==> src/rtl/multicycle_seq.sv <==
// multicycle_seq: fetch/exec/mem/writeback sequencer for the rvseed core.
// Latency: 4 cycles for ALU/branch/jump and 6 for load/store with zero-wait buses; each gnt/rvalid wait cycle adds one.
// Backpressure: req held until gnt, then rvalid awaited; halt_req parks in F_REQ. Optional macro RVSEED_BUS_TIMEOUT_EN adds a bus timeout to ERR.
module multicycle_seq #(
    parameter int TIMEOUT_CYCLES = 255,
    parameter int CPU_WIDTH      = 32
) (
    input  logic                 i_clk,
    input  logic                 i_rst_n,
    input  logic                 i_halt_req,
    input  logic                 i_branch,
    input  logic                 i_jump,
    input  logic                 i_jalr,
    input  logic                 i_zero,
    input  logic                 i_reg_wen,
    input  logic                 i_inst_load,
    input  logic                 i_inst_store,
    output logic                 o_ibus_req,
    input  logic                 i_ibus_gnt,
    input  logic                 i_ibus_rvalid,
    output logic                 o_dbus_req,
    output logic                 o_dbus_we,
    input  logic                 i_dbus_gnt,
    input  logic                 i_dbus_rvalid,
    output logic                 o_ir_wen,
    output logic                 o_ld_wen,
    output logic                 o_pc_wen,
    output logic [1:0]           o_pc_sel,
    output logic                 o_rf_wen,
    output logic                 o_wb_sel,
    output logic                 o_retire,
    output logic [CPU_WIDTH-1:0] o_instret,
    output logic                 o_halted,
    output logic                 o_bus_err
);

    typedef enum logic [2:0] {
        S_F_REQ,
        S_F_WAIT,
        S_EXEC,
        S_M_REQ,
        S_M_WAIT,
        S_WB,
        S_ERR
    } state_t;

    state_t                r_state;
    logic                  r_store;   // memory op is a store, captured in EXEC
    logic                  r_load;    // memory op is a load, captured in EXEC
    logic [CPU_WIDTH-1:0]  r_instret;

`ifdef RVSEED_BUS_TIMEOUT_EN
    localparam int                 TMO_W    = $clog2(TIMEOUT_CYCLES + 1);
    localparam logic [TMO_W-1:0]   TMO_LAST = TMO_W'(TIMEOUT_CYCLES - 1);

    logic [TMO_W-1:0] r_tmo_cnt;
    logic             w_waiting;
    logic             w_progress;

    // A wait state is any bus handshake state; halted F_REQ is parked, not waiting.
    always_comb begin
        w_waiting  = ((r_state == S_F_REQ) && !i_halt_req) ||
                     (r_state == S_F_WAIT) || (r_state == S_M_REQ) ||
                     (r_state == S_M_WAIT);
        w_progress = ((r_state == S_F_REQ)  && i_ibus_gnt)    ||
                     ((r_state == S_F_WAIT) && i_ibus_rvalid) ||
                     ((r_state == S_M_REQ)  && i_dbus_gnt)    ||
                     ((r_state == S_M_WAIT) && i_dbus_rvalid);
    end
`endif

    // Sequencer state, latched memory-op kind, retire counter and optional timeout.
    always_ff @(posedge i_clk) begin
        if (!i_rst_n) begin
            r_state   <= S_F_REQ;
            r_store   <= 1'b0;
            r_load    <= 1'b0;
            r_instret <= '0;
`ifdef RVSEED_BUS_TIMEOUT_EN
            r_tmo_cnt <= '0;
`endif
        end else begin
            case (r_state)
                S_F_REQ:  if (!i_halt_req && i_ibus_gnt) r_state <= S_F_WAIT;
                S_F_WAIT: if (i_ibus_rvalid) r_state <= S_EXEC;
                S_EXEC: begin
                    r_store <= i_inst_store;
                    r_load  <= i_inst_load;
                    r_state <= (i_inst_load || i_inst_store) ? S_M_REQ : S_WB;
                end
                S_M_REQ:  if (i_dbus_gnt) r_state <= S_M_WAIT;
                S_M_WAIT: if (i_dbus_rvalid) r_state <= S_WB;
                S_WB: begin
                    r_instret <= r_instret + CPU_WIDTH'(1);
                    r_state   <= S_F_REQ;
                end
                default:  r_state <= r_state;  // ERR is left only by reset
            endcase
`ifdef RVSEED_BUS_TIMEOUT_EN
            // Later assignment to r_state overrides the case above on expiry.
            if (w_waiting) begin
                if (w_progress) begin
                    r_tmo_cnt <= '0;
                end else if (r_tmo_cnt == TMO_LAST) begin
                    r_state <= S_ERR;
                end else begin
                    r_tmo_cnt <= r_tmo_cnt + TMO_W'(1);
                end
            end else if (r_state != S_F_REQ) begin
                r_tmo_cnt <= '0;
            end
`endif
        end
    end

    // Outputs decode the registered state; fetch request/halt also see halt_req,
    // and the register-load strobes follow rvalid directly.
    always_comb begin
        o_ibus_req = i_rst_n && (r_state == S_F_REQ) && !i_halt_req;
        o_halted   = i_rst_n && (r_state == S_F_REQ) && i_halt_req;
        o_ir_wen   = (r_state == S_F_WAIT) && i_ibus_rvalid;
        o_dbus_req = (r_state == S_M_REQ);
        o_dbus_we  = (r_state == S_M_REQ) && r_store;
        o_ld_wen   = (r_state == S_M_WAIT) && i_dbus_rvalid && r_load;
        o_pc_wen   = (r_state == S_WB);
        o_retire   = (r_state == S_WB);
        o_rf_wen   = (r_state == S_WB) && i_reg_wen && !i_inst_store;
        o_wb_sel   = (r_state == S_WB) && i_inst_load;
        o_pc_sel   = 2'd0;
        if (r_state == S_WB) begin
            if (i_jalr)                             o_pc_sel = 2'd2;
            else if (i_jump || (i_branch && i_zero)) o_pc_sel = 2'd1;
        end
        o_instret  = r_instret;
`ifdef RVSEED_BUS_TIMEOUT_EN
        o_bus_err  = (r_state == S_ERR);
`else
        o_bus_err  = 1'b0;
`endif
    end

endmodule
==> config.mk <==
export PLATFORM = sky130hd
export DESIGN_NAME = multicycle_seq
export DESIGN_NICKNAME = d
export VERILOG_FILES = /design/src/rtl/multicycle_seq.sv
export SDC_FILE = /design/constraint.sdc
export NUM_CORES = 1
export LEC_CHECK = 0
export ABC_CLOCK_PERIOD_IN_PS = 1700
export BUFFER_PORTS_ARGS = -buffer_cell sky130_fd_sc_hd__buf_2
export CAP_MARGIN = 10
export CORE_ASPECT_RATIO = 1.4
export CORE_UTILIZATION = 46
export DETAILED_ROUTE_END_ITERATION = 10
export PLACE_DENSITY = 0.76
export SETUP_SLACK_MARGIN = 0.5
export SYNTH_ARGS = -nofsm -noshare
export SYNTH_HDL_FRONTEND = slang
export SYNTH_SLANG_ARGS = --single-unit
==> constraint.sdc <==
create_clock -name i_clk -period 1.7 [get_ports i_clk]
set_input_delay 0.34 -clock i_clk [delete_from_list [all_inputs] [get_ports i_clk]]
set_output_delay 0.34 -clock i_clk [all_outputs]
set_load 0.05 [all_outputs]
==> report_table.html, run 1 <==
<table>
<tr><th>Metric</th><th>Value</th></tr>
<tr><th colspan="2">Logic synthesis</th></tr>
<tr><td>Most frequently used flop master after synthesis</td><td>sky130_fd_sc_hd__dfxtp_1</td></tr>
<tr><td>Fraction of synthesis flops using an asynchronous set or reset pin</td><td>0%</td></tr>
<tr><td>Count of flip-flops with a built-in enable after synthesis</td><td>0</td></tr>
<tr><td>Number of flip-flops and latches in the synthesized netlist</td><td>37</td></tr>
<tr><td>Post-synthesis cell type with the largest combined area</td><td>sky130_fd_sc_hd__dfxtp_1</td></tr>
<tr><td>Cell count after synthesis</td><td>about 220</td></tr>
<tr><td>Post-synthesis cell type count</td><td>41</td></tr>
<tr><td>Synthesized area</td><td>approximately 0.0019 mm^2</td></tr>
<tr><td>Average size of a mapped cell</td><td>between 8 and 9 um^2</td></tr>
<tr><td>Mapped Nets</td><td>239</td></tr>
<tr><td>Total of warnings raised by yosys</td><td>0</td></tr>
<tr><td>Share of the yosys chip area belonging to registers</td><td>around 40%</td></tr>
<tr><td>Share of the synthesized area in the top cell type</td><td>between 30% and 40%</td></tr>
<tr><td>Top area cells in the synthesized netlist</td><td>sky130_fd_sc_hd__dfxtp_1, sky130_fd_sc_hd__a21oi_1, sky130_fd_sc_hd__o31ai_1</td></tr>
<tr><th colspan="2">Place</th></tr>
<tr><td>Last weighted congestion value of the routability-driven placer</td><td>between 0.7 and 0.8</td></tr>
<tr><td>Number of buffers added on ports</td><td>57</td></tr>
<tr><td>Post-Place Cell Area</td><td>between 0.002 and 0.003 mm^2</td></tr>
<tr><td>Detailed-placement wirelength estimate</td><td>between 3000 and 4000 um</td></tr>
<tr><th colspan="2">Clock network</th></tr>
<tr><td>Inserted Clock Buffers</td><td>5</td></tr>
<tr><td>Hold buffer count at CTS</td><td>0</td></tr>
<tr><td>Cell at the root of the clock tree</td><td>sky130_fd_sc_hd__clkbuf_8</td></tr>
<tr><td>Buffer levels on the longest clock path</td><td>2</td></tr>
<tr><td>Number of H-tree levels</td><td>2</td></tr>
<tr><td>Clock net sink count</td><td>37</td></tr>
<tr><th colspan="2">Floorplanning</th></tr>
<tr><td>I/O pins</td><td>59</td></tr>
<tr><td>Die Y-Extent</td><td>~80 um</td></tr>
<tr><td>Initial core utilization</td><td>between 40% and 50%</td></tr>
<tr><td>Die Span X</td><td>around 56 um</td></tr>
<tr><td>Row count</td><td>27</td></tr>
<tr><th colspan="2">Global routing</th></tr>
<tr><td>Largest net degree at the start of global routing</td><td>35</td></tr>
<tr><th colspan="2">Outcome</th></tr>
<tr><td>Last stage reached</td><td>global routing</td></tr>
<tr><td>Run status</td><td>aborted with a tool error</td></tr>
<tr><td>Error that stopped the run</td><td>[ERROR DPL-0038] Utilization greater than 100%, impossible to legalize</td></tr>
<tr><th colspan="2">STA</th></tr>
<tr><td>Post-GRT worst EP</td><td>o_instret[24]$_SDFFE_PN0P_/D</td></tr>
<tr><td>Worst endpoint pin kind</td><td>register input</td></tr>
</table>
-- cells in the mapped netlist, types with 2 or more instances --
master / instances
sky130_fd_sc_hd__nor3_1: 4
sky130_fd_sc_hd__a21oi_1: 27
sky130_fd_sc_hd__nand4_1: 9
sky130_fd_sc_hd__nand3_1: 9
sky130_fd_sc_hd__nand2b_1: 2
sky130_fd_sc_hd__and2_1: 7
sky130_fd_sc_hd__inv_1: 2
sky130_fd_sc_hd__nand4_2: 2
sky130_fd_sc_hd__dfxtp_1: 37
sky130_fd_sc_hd__nor4_1: 2
sky130_fd_sc_hd__and3_1: 4
sky130_fd_sc_hd__buf_4: 2
sky130_fd_sc_hd__nor2b_1: 2
sky130_fd_sc_hd__o21ai_0: 6
sky130_fd_sc_hd__or3_1: 5
sky130_fd_sc_hd__nor3b_1: 2
sky130_fd_sc_hd__o31ai_1: 15
sky130_fd_sc_hd__mux2i_1: 4
sky130_fd_sc_hd__clkbuf_1: 9
sky130_fd_sc_hd__or4_1: 15
sky130_fd_sc_hd__buf_6: 2
sky130_fd_sc_hd__xor2_1: 8
sky130_fd_sc_hd__nor2_1: 14
sky130_fd_sc_hd__and4_1: 4
sky130_fd_sc_hd__nand2_1: 15
-- cells by family after synthesis --
kind of cell / synth area share, %
buffers and inverters: 4.80
XOR/XNOR: 4.14
flip-flops: 38.9
AND/OR/NAND/NOR: 33.5
adder cells (fa/ha/maj): 0.657
AO/OA/AOI/OAI: 15.7
multiplexers: 2.10
other: 0.197
-- stage by stage --
| step | worst slack, ns | hold WS [ns] | TNS, ns | cells | utilization (%) |
|---|---|---|---|---|---|
| 4_1_cts | 0.0540 | 0.349 | 0 | 379 | 89.4 |
| 3_5_place_dp | 0.0271 | 0.471 | 0 | 325 | 64.4 |
| 3_3_place_gp | 0.0700 | 0.465 | 0 | 325 | 64.4 |
| 2_1_floorplan | -0.0145 | 0.462 | -0.0145 | 224 | - |
-- what timing repair did --
item,in CTS
pin swaps,27
resized for setup,149
endpoints found under the setup margin,72
gates cloned,4
endpoints found under the hold margin,0
setup buffers,42
==> run 2, diff against run 1 <==
ABC_CLOCK_PERIOD_IN_PS = 2200   (was 1700)
CORE_ASPECT_RATIO = not set   (was 1.4)
CORE_UTILIZATION = 40   (was 46)
PLACE_DENSITY = not set   (was 0.76)
PLACE_DENSITY_LB_ADDON = 0.15   (was not set)
SETUP_SLACK_MARGIN = not set   (was 0.5)
clock period = 2.2 ns   (was 1.7 ns; I/O delays follow)
==> run 2 against run 1 <==
  * The run now ends clean
  * Synthesized cell count is the same
  * Area after synthesis is the same
==> report_table.html, run 2 <==
<table>
<tr><th>Metric</th><th>Value</th></tr>
<tr><th colspan="2">Outcome</th></tr>
<tr><td>Run status</td><td>completed</td></tr>
<tr><th colspan="2">Critical path</th></tr>
<tr><td>Endpoint class of the critical path</td><td>output pin</td></tr>
<tr><td>Path depth of the worst reg2reg path</td><td>6</td></tr>
<tr><td>Cell at the slowest stage of the critical path</td><td>sky130_fd_sc_hd__dfxtp_1</td></tr>
<tr><td>Worst path max stage delay</td><td>around 0.50 ns</td></tr>
<tr><td>Data arrival time of the worst path</td><td>1.56 ns</td></tr>
<tr><td>Endpoint of the lowest-slack register-to-register path</td><td>o_instret[30]</td></tr>
<tr><td>CP Launch Type</td><td>register</td></tr>
<tr><td>Critical path data required time</td><td>1.76 ns</td></tr>
<tr><td>Worst reg-to-reg setup slack</td><td>0.27 ns</td></tr>
<tr><td>Critical Path Fanout Max</td><td>16</td></tr>
<tr><td>Cell-by-cell listing of the critical path</td><td>clkinv_2 &gt; nand3_2 &gt; inv_2 &gt; and2_1 &gt; buf_2</td></tr>
<tr><td>R2r startpoint</td><td>r_state[1]</td></tr>
<tr><td>Class of the most critical setup path</td><td>reg -&gt; out</td></tr>
<tr><th colspan="2">Route</th></tr>
<tr><td>DRC errors left</td><td>0</td></tr>
<tr><td>Antenna viol nets, final</td><td>0</td></tr>
<tr><td>Initial drt markers</td><td>84</td></tr>
<tr><td>Mean routed wirelength per cell</td><td>~13 um</td></tr>
<tr><td>Via-to-Cell Ratio</td><td>between 5 and 6</td></tr>
<tr><td>Number of optimization iterations in the first detailed-route pass</td><td>6</td></tr>
<tr><td>DRT Wirelength</td><td>about 4400 um</td></tr>
<tr><td>Via count</td><td>1,860</td></tr>
<tr><th colspan="2">STA</th></tr>
<tr><td>Setup-violating endpoint count in the final report</td><td>0</td></tr>
<tr><td>Final Skew</td><td>0.0116 ns</td></tr>
<tr><td>RSZ-0062 raised after global routing</td><td>false</td></tr>
<tr><td>Hold Slack</td><td>between 0.4 and 0.5 ns</td></tr>
<tr><td>Final Hold Violating Endpoints</td><td>0</td></tr>
<tr><td>Max Fclk</td><td>about 500 MHz</td></tr>
<tr><td>Post-route fraction of the period consumed by the critical path</td><td>about 90%</td></tr>
<tr><td>Number of pins with negative max-slew slack in the final report</td><td>0</td></tr>
<tr><td>Final worst path period need</td><td>approximately 2.0 ns</td></tr>
<tr><td>Total negative slack for setup checks</td><td>0 ns</td></tr>
<tr><th colspan="2">Logic synthesis</th></tr>
<tr><td>Mapped Nets</td><td>239 (unchanged)</td></tr>
<tr><td>Most used standard cells in the synthesized netlist</td><td>sky130_fd_sc_hd__dfxtp_1, sky130_fd_sc_hd__a21oi_1, sky130_fd_sc_hd__nand2_1, sky130_fd_sc_hd__o31ai_1, sky130_fd_sc_hd__or4_1</td></tr>
<tr><td>Total of warnings raised by yosys</td><td>0 (unchanged)</td></tr>
<tr><td>Count of flip-flops with a built-in enable after synthesis</td><td>0 (unchanged)</td></tr>
<tr><td>Average size of a mapped cell</td><td>8.50 um^2 (unchanged)</td></tr>
<tr><td>Post-synthesis cell type with the largest combined area</td><td>sky130_fd_sc_hd__dfxtp_1</td></tr>
<tr><td>Post-synthesis cell type count</td><td>41 (unchanged)</td></tr>
<tr><td>Number of flip-flops and latches in the synthesized netlist</td><td>37 (unchanged)</td></tr>
<tr><td>Top area cells in the synthesized netlist</td><td>sky130_fd_sc_hd__dfxtp_1, sky130_fd_sc_hd__a21oi_1, sky130_fd_sc_hd__o31ai_1</td></tr>
<tr><td>Most common cell in the synthesized netlist</td><td>sky130_fd_sc_hd__dfxtp_1</td></tr>
<tr><td>Share of the synthesized area in the top cell type</td><td>38.9% (unchanged)</td></tr>
<tr><td>Share of the yosys chip area belonging to registers</td><td>38.9% (unchanged)</td></tr>
<tr><td>Synthesized area</td><td>0.00190 mm^2 (unchanged)</td></tr>
<tr><td>Most frequently used flop master after synthesis</td><td>sky130_fd_sc_hd__dfxtp_1</td></tr>
<tr><td>Cell count after synthesis</td><td>224 (unchanged)</td></tr>
<tr><td>Fraction of synthesis flops using an asynchronous set or reset pin</td><td>0% (unchanged)</td></tr>
<tr><th colspan="2">Place</th></tr>
<tr><td>Last weighted congestion value of the routability-driven placer</td><td>0.778 (-0.37%)</td></tr>
<tr><td>Detailed-placement wirelength estimate</td><td>3070 um (-9.9%)</td></tr>
<tr><td>Number of buffers added on ports</td><td>57 (unchanged)</td></tr>
<tr><th colspan="2">Layout</th></tr>
<tr><td>Flip-flop count of the largest register after layout</td><td>32</td></tr>
<tr><td>Most common library cell in the layout ignoring fill and taps</td><td>sky130_fd_sc_hd__buf_2</td></tr>
<tr><td>Net total in the final layout</td><td>slightly below 300</td></tr>
<tr><td>Most frequent cells in the layout</td><td>sky130_fd_sc_hd__buf_2, sky130_fd_sc_hd__dfxtp_1, sky130_fd_sc_hd__a21oi_1</td></tr>
<tr><td>Total inserted antenna cells</td><td>0</td></tr>
<tr><td>Post-Route Utilization</td><td>51.9%</td></tr>
<tr><td>Synthesis-to-layout area growth</td><td>22.0%</td></tr>
<tr><td>Proportion of layout cells with a drive suffix above 1</td><td>around 28%</td></tr>
<tr><th colspan="2">Global routing</th></tr>
<tr><td>Global-route wire length before repair</td><td>7360 um</td></tr>
<tr><td>GRT overflow</td><td>0</td></tr>
<tr><td>Via count of the first global-routing pass</td><td>about 1,600</td></tr>
<tr><td>Total routing usage reported by global routing</td><td>approximately 18%</td></tr>
<tr><td>Number of antenna violations at the first check in global routing</td><td>0</td></tr>
<tr><td>Largest net degree at the start of global routing</td><td>35</td></tr>
<tr><th colspan="2">Floorplanning</th></tr>
<tr><td>Initial core utilization</td><td>42.5% (-5.6 points)</td></tr>
<tr><td>Die Span X</td><td>71.0 um (+26%)</td></tr>
<tr><td>I/O pins</td><td>59 (unchanged)</td></tr>
<tr><td>Core footprint</td><td>around 0.0045 mm^2</td></tr>
<tr><td>Die Y-Extent</td><td>71.0 um (-9.1%)</td></tr>
<tr><td>Row count</td><td>24 (-11%)</td></tr>
<tr><td>Die area</td><td>~0.0050 mm^2</td></tr>
<tr><th colspan="2">Clock network</th></tr>
<tr><td>Resized cells post-CTS</td><td>0 (-100%)</td></tr>
<tr><td>Buffer levels on the longest clock path</td><td>2 (unchanged)</td></tr>
<tr><td>Hold buffer count at CTS</td><td>0 (unchanged)</td></tr>
<tr><td>Clock tree from TritonCTS</td><td>built</td></tr>
<tr><td>Count of buffers added by post-CTS timing repair for setup</td><td>0 (-100%)</td></tr>
<tr><td>Inserted Clock Buffers</td><td>5 (unchanged)</td></tr>
<tr><td>Later-pin clock latency in the skew report</td><td>approximately 0.29 ns</td></tr>
<tr><td>Clock-pin slew of the registers on the worst-case setup and hold paths</td><td>~0.070 ns</td></tr>
<tr><td>Clock net sink count</td><td>37 (unchanged)</td></tr>
<tr><td>Cell at the root of the clock tree</td><td>sky130_fd_sc_hd__clkbuf_8</td></tr>
<tr><td>Number of H-tree levels</td><td>2 (unchanged)</td></tr>
<tr><th colspan="2">Worst hold path</th></tr>
<tr><td>Hold worst-path end</td><td>r_store</td></tr>
<tr><td>Number of cells traversed by the worst hold path</td><td>3</td></tr>
<tr><td>Hold crit path type</td><td>in -&gt; reg</td></tr>
<tr><td>Worst hold path startpoint</td><td>i_inst_store</td></tr>
<tr><th colspan="2">Power and ir drop</th></tr>
<tr><td>Highest ir drop seen on vdd</td><td>0.278 mV</td></tr>
<tr><td>Power Density</td><td>around 540 mW/mm^2</td></tr>
<tr><td>Leakage component of the power</td><td>0.000956 uW</td></tr>
<tr><th colspan="2">Run</th></tr>
<tr><td>Count of max-cap constraint violations</td><td>0</td></tr>
</table>
-- run 2: cell families after synthesis --
family / synth area share [%]
muxes: 2.10
and+or+nand+nor: 33.5
DFF: 38.9
buffers and inverters: 4.80
xor gates and xnor gates: 4.14
AOI/OAI and AO/OA: 15.7
other: 0.197
adders and majority gates: 0.657
-- run 2: how the worst max path moves through the flow --
stage / slack (ns) / end / cells past startpoint / startpoint
final: 0.20 / o_wb_sel / 5 / r_state[1]
after global routing: 0.02 / o_pc_sel[1] / 5 / r_state[1]
after CTS: 0.17 / o_wb_sel / 5 / r_state[1]
after detailed placement: 0.27 / o_instret[28] / 6 / r_state[1]
after global placement: 0.33 / o_instret[30] / 6 / r_state[1]
after floorplan: 0.02 / o_rf_wen / 4 / r_state[1]
-- run 2: per-stage QoR --
stage                     std cells  setup slack, ns  power, uW  cell area, um^2
final                           334            0.200       1250             2320
after global routing            334           0.0223       1300             2320
after CTS                       334            0.175       1260             2320
after detailed placement        326            0.269        793             2240
after global placement          326            0.333        794             2240
after floorplan                 224           0.0200        764             1920
-- run 2: layout make-up --
cell class | instances | area [um^2]
clock buffers | 6 | 72.6
clock inverters | 2 | 10.0
fillers | 439 | 2150
inverters | 5 | 20.0
multi-input cells | 169 | 1080
flip-flops and latches | 37 | 741
well taps | 52 | 65.1
repair buffers | 63 | 330
-- run 2: per-layer routing --
layer / global-route usage [%] / up-vias / wire length (um)
met4: 5.33 / 0 / 45
met3: 5.56 / 6 / 192
met2: 27.6 / 41 / 1970
li1: - / 957 / -
met5: 0 / - / 0
met1: 25.2 / 856 / 2210
-- run 2: power by group --
| group | switching (uW) | internal, uW |
|---|---|---|
| registers | 5.33 | 674 |
| clock network | 249 | 220 |
| logic | 62.9 | 34.3 |
| total | 317 | 928 |
-- run 2: critical path, delay by kind of cell (launching register included) --
kind | cells | cell delay, ns
flops | 1 | 0.50
simple gates | 2 | 0.30
buf+inv | 3 | 0.47
No activity file was read; power rests on OpenSTA's default activity.
